### config.mk
export PLATFORM = sky130hd
export DESIGN_NAME = rx_serial_7o1
export DESIGN_NICKNAME = d
export VERILOG_FILES = /design/src/rtl/rx_serial_7o1.sv
export SDC_FILE = /design/constraint.sdc
export NUM_CORES = 1
export LEC_CHECK = 0
export BUFFER_PORTS_ARGS = -buffer_cell sky130_fd_sc_hd__buf_4
export CORE_MARGIN = 8
export CORE_UTILIZATION = 40
export CTS_BUF_LIST = sky130_fd_sc_hd__clkbuf_4
export CTS_CLUSTER_DIAMETER = 30
export CTS_CLUSTER_SIZE = 28
export DETAILED_ROUTE_END_ITERATION = 10
export PLACE_DENSITY_LB_ADDON = 0.25
export RECOVER_POWER = 50
export SLEW_MARGIN = 20
export SYNTH_ARGS = -nofsm -noshare
export SYNTH_HDL_FRONTEND = slang
export SYNTH_SLANG_ARGS = --single-unit
### constraint.sdc
create_clock -name clock -period 2.74 [get_ports clock]
set_input_delay 0.137 -clock clock [delete_from_list [all_inputs] [get_ports clock]]
set_output_delay 0.137 -clock clock [all_outputs]
set_load 0.01 [all_outputs]
### src/rtl/rx_serial_7o1.sv
// 7O1 UART receiver: 7 data bits LSB first, odd parity, one stop bit, one-word holding register.
// Define RX_MAJORITY_EN to take each sample as a 3-point majority vote (needs CLKS_PER_BIT >= 6).
module rx_serial_7o1 #(
    parameter int CLKS_PER_BIT = 434,
    parameter int CNT_W        = 9
) (
    input  logic       clock,
    input  logic       reset,
    input  logic       RX,
    input  logic       le,
    output logic [6:0] dados_ascii,
    output logic       pronto,
    output logic       tem_dado,
    output logic       erro_paridade,
    output logic       erro_stop,
    output logic       overrun,
    output logic [2:0] db_estado
);

    typedef enum logic [2:0] {
        INICIAL     = 3'd0,
        START       = 3'd1,
        DADOS       = 3'd2,
        PARIDADE    = 3'd3,
        STOP        = 3'd4,
        REGISTRA    = 3'd5,
        ESPERA_ALTO = 3'd6
    } state_t;

    localparam int HALF = CLKS_PER_BIT / 2;

    // With majority voting the decision lands one cycle after the nominal point, so the
    // counter restarts at 1 to keep the next nominal point exactly one bit period later.
`ifdef RX_MAJORITY_EN
    localparam int ADV = 1;
`else
    localparam int ADV = 0;
`endif

    localparam logic [CNT_W-1:0] START_PT   = CNT_W'(HALF - 1 + ADV);
    localparam logic [CNT_W-1:0] BIT_PT     = CNT_W'(CLKS_PER_BIT - 1 + ADV);
    localparam logic [CNT_W-1:0] CNT_RELOAD = CNT_W'(ADV);

    state_t           state_reg;
    logic [CNT_W-1:0] cnt_reg;
    logic [2:0]       bit_idx_reg;
    logic [6:0]       shift_reg;
    logic             par_reg;
    logic             sync1_reg;
    logic             sync2_reg;
    logic             rx_s;
    logic             sample_bit;
    logic             parity_err;
    logic             stop_err;

    always_ff @(posedge clock or negedge reset) begin
        if (!reset) begin
            sync1_reg <= 1'b1;
            sync2_reg <= 1'b1;
        end else begin
            sync1_reg <= RX;
            sync2_reg <= sync1_reg;
        end
    end

    assign rx_s = sync2_reg;

`ifdef RX_MAJORITY_EN
    logic [1:0] hist_reg;

    always_ff @(posedge clock or negedge reset) begin
        if (!reset) begin
            hist_reg <= 2'b11;
        end else begin
            hist_reg <= {hist_reg[0], rx_s};
        end
    end

    assign sample_bit = (hist_reg[1] & hist_reg[0]) | (hist_reg[1] & rx_s) | (hist_reg[0] & rx_s);
`else
    assign sample_bit = rx_s;
`endif

    // Odd parity: the 7 data bits plus the parity bit must contain an odd number of ones.
    assign parity_err = ~(^shift_reg ^ par_reg);
    assign stop_err   = ~sample_bit;

    always_ff @(posedge clock or negedge reset) begin
        if (!reset) begin
            state_reg     <= INICIAL;
            cnt_reg       <= '0;
            bit_idx_reg   <= '0;
            shift_reg     <= '0;
            par_reg       <= 1'b0;
            dados_ascii   <= '0;
            pronto        <= 1'b0;
            tem_dado      <= 1'b0;
            erro_paridade <= 1'b0;
            erro_stop     <= 1'b0;
            overrun       <= 1'b0;
        end else begin
            pronto  <= 1'b0;
            cnt_reg <= cnt_reg + CNT_W'(1);
            if (le) begin
                tem_dado <= 1'b0;
            end

            case (state_reg)
                INICIAL: begin
                    if (!rx_s) begin
                        state_reg <= START;
                        cnt_reg   <= '0;
                    end
                end
                START: begin
                    if (cnt_reg == START_PT) begin
                        cnt_reg     <= CNT_RELOAD;
                        bit_idx_reg <= '0;
                        state_reg   <= sample_bit ? INICIAL : DADOS;
                    end
                end
                DADOS: begin
                    if (cnt_reg == BIT_PT) begin
                        cnt_reg   <= CNT_RELOAD;
                        shift_reg <= {sample_bit, shift_reg[6:1]};
                        if (bit_idx_reg == 3'd6) begin
                            state_reg <= PARIDADE;
                        end else begin
                            bit_idx_reg <= bit_idx_reg + 3'd1;
                        end
                    end
                end
                PARIDADE: begin
                    if (cnt_reg == BIT_PT) begin
                        cnt_reg   <= CNT_RELOAD;
                        par_reg   <= sample_bit;
                        state_reg <= STOP;
                    end
                end
                STOP: begin
                    // Results are registered on entry so they are visible during REGISTRA.
                    if (cnt_reg == BIT_PT) begin
                        cnt_reg       <= '0;
                        state_reg     <= REGISTRA;
                        erro_paridade <= parity_err;
                        erro_stop     <= stop_err;
                        if (!parity_err && !stop_err) begin
                            dados_ascii <= shift_reg;
                            pronto      <= 1'b1;
                            tem_dado    <= 1'b1;
                            overrun     <= overrun | (tem_dado & ~le);
                        end
                    end
                end
                REGISTRA: begin
                    cnt_reg   <= '0;
                    state_reg <= erro_stop ? ESPERA_ALTO : INICIAL;
                end
                ESPERA_ALTO: begin
                    if (rx_s) begin
                        cnt_reg   <= '0;
                        state_reg <= INICIAL;
                    end
                end
                default: begin
                    cnt_reg   <= '0;
                    state_reg <= INICIAL;
                end
            endcase
        end
    end

    assign db_estado = state_reg;

endmodule

==> impl_metrics.csv <==
group,metric,value,unit
status,status,"finished with violations",
status,failed_checks,"max-capacitance violations, max-slew violations",
synth,synth_nets,165,
setup_path,crit_path_class,"reg2reg",
floorplan,chipWidth,83.1,um
final_layout,layout.cells.most_common,"dfrtp_1",
synth,syn_inst,156,
setup_path,slowest_stage,"a311oi_4",
setup_path,end_kind,"flip-flop",
power,power.ir.vdd_worst,0.000232,V
sta,worst_pin_slew,1920,ps
power,power_report.internal_total,0.743,mW
floorplan,dieHeight,83.1,um
sta,max_clock_skew,12.1,ps
final_layout,final_layout_size_suffix_gt1_frac,0.246,
synth,yosysWarnings,0,
final_layout,final_cell_mix,"35 x dfrtp_1, 15 x mux2_2, 14 x nor2_1",
sta,final_worst_hold_slack,98.0,ps
synth,postSynth.topFlopCell,"dfrtp_1",
synth,post_synth_num_cell_types,42,
synth,synth_sequential_area_ratio,0.516,
clock_network,hold_buffers,2,
final_layout,n_antenna_cell,0,
synth,netlist_area,0.00180,mm^2
power,power-per-cell-area,458,mW/mm^2
synth,yosys_register_bits,37,
power,proportion_of_power_drawn_by_flip_flops_and_latches,0.588,
power,power.leakage,0.985,nW
route,first_iter_violations,77,
route,drt_pass1_iterations,4,
flow_run,timing.max_cap.violations,1,
setup_path,cpLargestDelayFamily,"simple AND/OR/NAND/NOR gates",
synth,post_synth_main_area_contributors,"dfrtp_1 49%, mux2_2 9.4%, xnor2_1 5.8%",
placed_design,placed_cell_area,0.00197,mm^2
route,via_count_of_the_routed_design,1215,
setup_path,critPathLaunchType,"flip-flop",
setup_path,worstPathMaxFanout,10,
clock_network,cts_setup_buffers,0,
final_layout,largest_register_ff_count,9,
power,comb_power_share,0.019,
route,post_drt_wl_per_cell,14.2,um
clock_network,clkTransAtPathRegs,110,ps
sta,layout_worst_path_cycle_share,0.855,
sta,report.final.slew_viol_count,38,
synth,synth_largest_type_area_fraction,0.486,
clock_network,clockBufferDepth,2,
setup_path,cp_data_arrival_time,2570,ps
clock_network,cts_tree,"built",
floorplan,design.die.area,0.00690,mm^2
grt,initial_antenna_violation_count,0,
sta,slew_headroom,-0.279,
clock_network,clock-root-buffer,"clkbuf_4",
final_layout,nets,187,
clock_network,post_cts_resize_count,0,
power,netSwitchingPower,0.193,mW
synth,syn_avg_cell_area,11.5,um^2
sta,rsz_0062_raised_after_global_routing,"false",
floorplan,std_cell_rows,24,
clock_network,h_tree_depth,2,
route,routed_wirelength,3270,um
final_layout,instances_no_fill,231,
sta,maxClockFrequency,427,MHz
grt,grt_usage,0.0978,
power,sw_frac_of_total,0.206,
placed_design,gp_congestion,0.850,
clock_network,cts_num_sinks,37,
setup_path,crit_required,2970,ps
grt,grt_max_degree,38,
sta,final_period_minus_worst_setup_slack,2340,ps
power,pwr-share-clk,0.392,
route,antenna_left,0,
min_path,min_path_type,"in2reg",
sta,timing.setup.tns,0,ps
placed_design,dpl.cell_count,221,
power,totalPowerFinal,0.936,mW
synth,async_flop_share,1.00,
clock_network,clkLatencyLatePin,340,ps
route,vias_per_cell,5.26,
synth,yosysTopAreaCell,"dfrtp_1",
grt,vias_in_the_first_global_route,1239,
route,drcViolationCount,0,
setup_path,number_of_buffer_and_inverter_instances_along_the_worst_setup_path,1,
floorplan,placeableCoreArea,0.00435,mm^2
sta,setup_violators_final,0,
placed_design,port_buffers,18,
floorplan,top_level_ports,19,
grt,grt_overflow_total,0,
setup_path,critical_path.cell_chain,"inv_1, ha_1, and4bb_1, and4_1, nand2_4, a311oi_4, mux2_4",
final_layout,design_area,0.00205,mm^2
setup_path,crit_path_max_incr_delay,540,ps
clock_network,cts_made_buffers,5,
floorplan,start_util,0.414,
final_layout,area_growth,13.6,%
grt,grt_first_pass_wirelength,5680,um
placed_design,hpwlAfterDp,2370,um
synth,synth_enable_flop_cells,0,
sta,timing.final.hold_violations,0,
worst reg2reg max path, cell delays in order (launching register included):
cell and delay [ps]:
dfrtp_1 410, inv_1 80, ha_1 130, and4bb_1 210, and4_1 430, nand2_4 110, a311oi_4 540, mux2_4 340
power groups by stage:
stage / Combinational, mW / Sequential [mW] / Clock (mW)
finish: 0.0182 / 0.551 / 0.367
global route: 0.0216 / 0.551 / 0.406
CTS: 0.0198 / 0.551 / 0.382
detailed placement: 0.0176 / 0.561 / 0
global placement: 0.0174 / 0.561 / 0
floorplan: 0.00483 / 0.559 / 0
cells in the mapped netlist (all sizes together) (2+ instances only):
cell type	count
dfrtp	35
mux2	16
nor2	14
o21ai	13
xnor2	12
nand2	9
inv	6
ha	5
and3	3
buf	3
nand3	3
nand4	3
nor3	3
a21oi	2
clkbuf	2
dfstp	2
nand2b	2
nor2b	2
or2	2
or3b	2
xor2	2
per-stage QoR:
step | worst slack (ps) | util
floorplan | 689 | -
global placement | 442 | 0.452
detailed placement | 400 | 0.452
CTS | 380 | 0.475
global route | 265 | 0.470
finish | 397 | 0.470
final cells by class:
type                            instances  area (um^2)
Fill cell                             399         2310
Sequential cell                        37          928
Multi-Input combinational cell        108          818
Timing Repair Buffer                   20          133
Tap cell                               52         65.1
Clock inverter                          3         41.3
Clock buffer                            5         37.5
Inverter                                6         22.5
cells by family after synthesis:
| kind of cell | synth area share |
|---|---|
| buf+inv | 0.0299 |
| compound gates | 0.0980 |
| simple gates | 0.151 |
| fa+ha+maj | 0.0347 |
| flops | 0.516 |
| xor+xnor | 0.0681 |
| mux | 0.102 |
routing by layer:
metal  track usage  share of wire
met1         0.111           0.46
met2         0.161           0.48
met3        0.0381          0.050
met4        0.0367          0.015
met5             0              0
path summary, 6_finish.rpt:
check / slack [ps] / endpoint / cells after the start / start
max reg2reg: 400 / db_estado[1]$_DFFE_PN0P_ / 7 / cnt_reg[1]$_DFF_PN0_
max in group asynchronous: 780 / overrun$_DFFE_PN0P_ / 2 / reset
min reg2reg: 370 / rx_s$_DFF_PN1_ / 0 / sync1_reg$_DFF_PN1_
max: 400 / db_estado[1]$_DFFE_PN0P_ / 7 / cnt_reg[1]$_DFF_PN0_
min: 100 / overrun$_DFFE_PN0P_ / 3 / le
min in group asynchronous: 860 / bit_idx_reg[1]$_DFFE_PN0P_ / 2 / reset
Power figures use the tool's default switching activity.
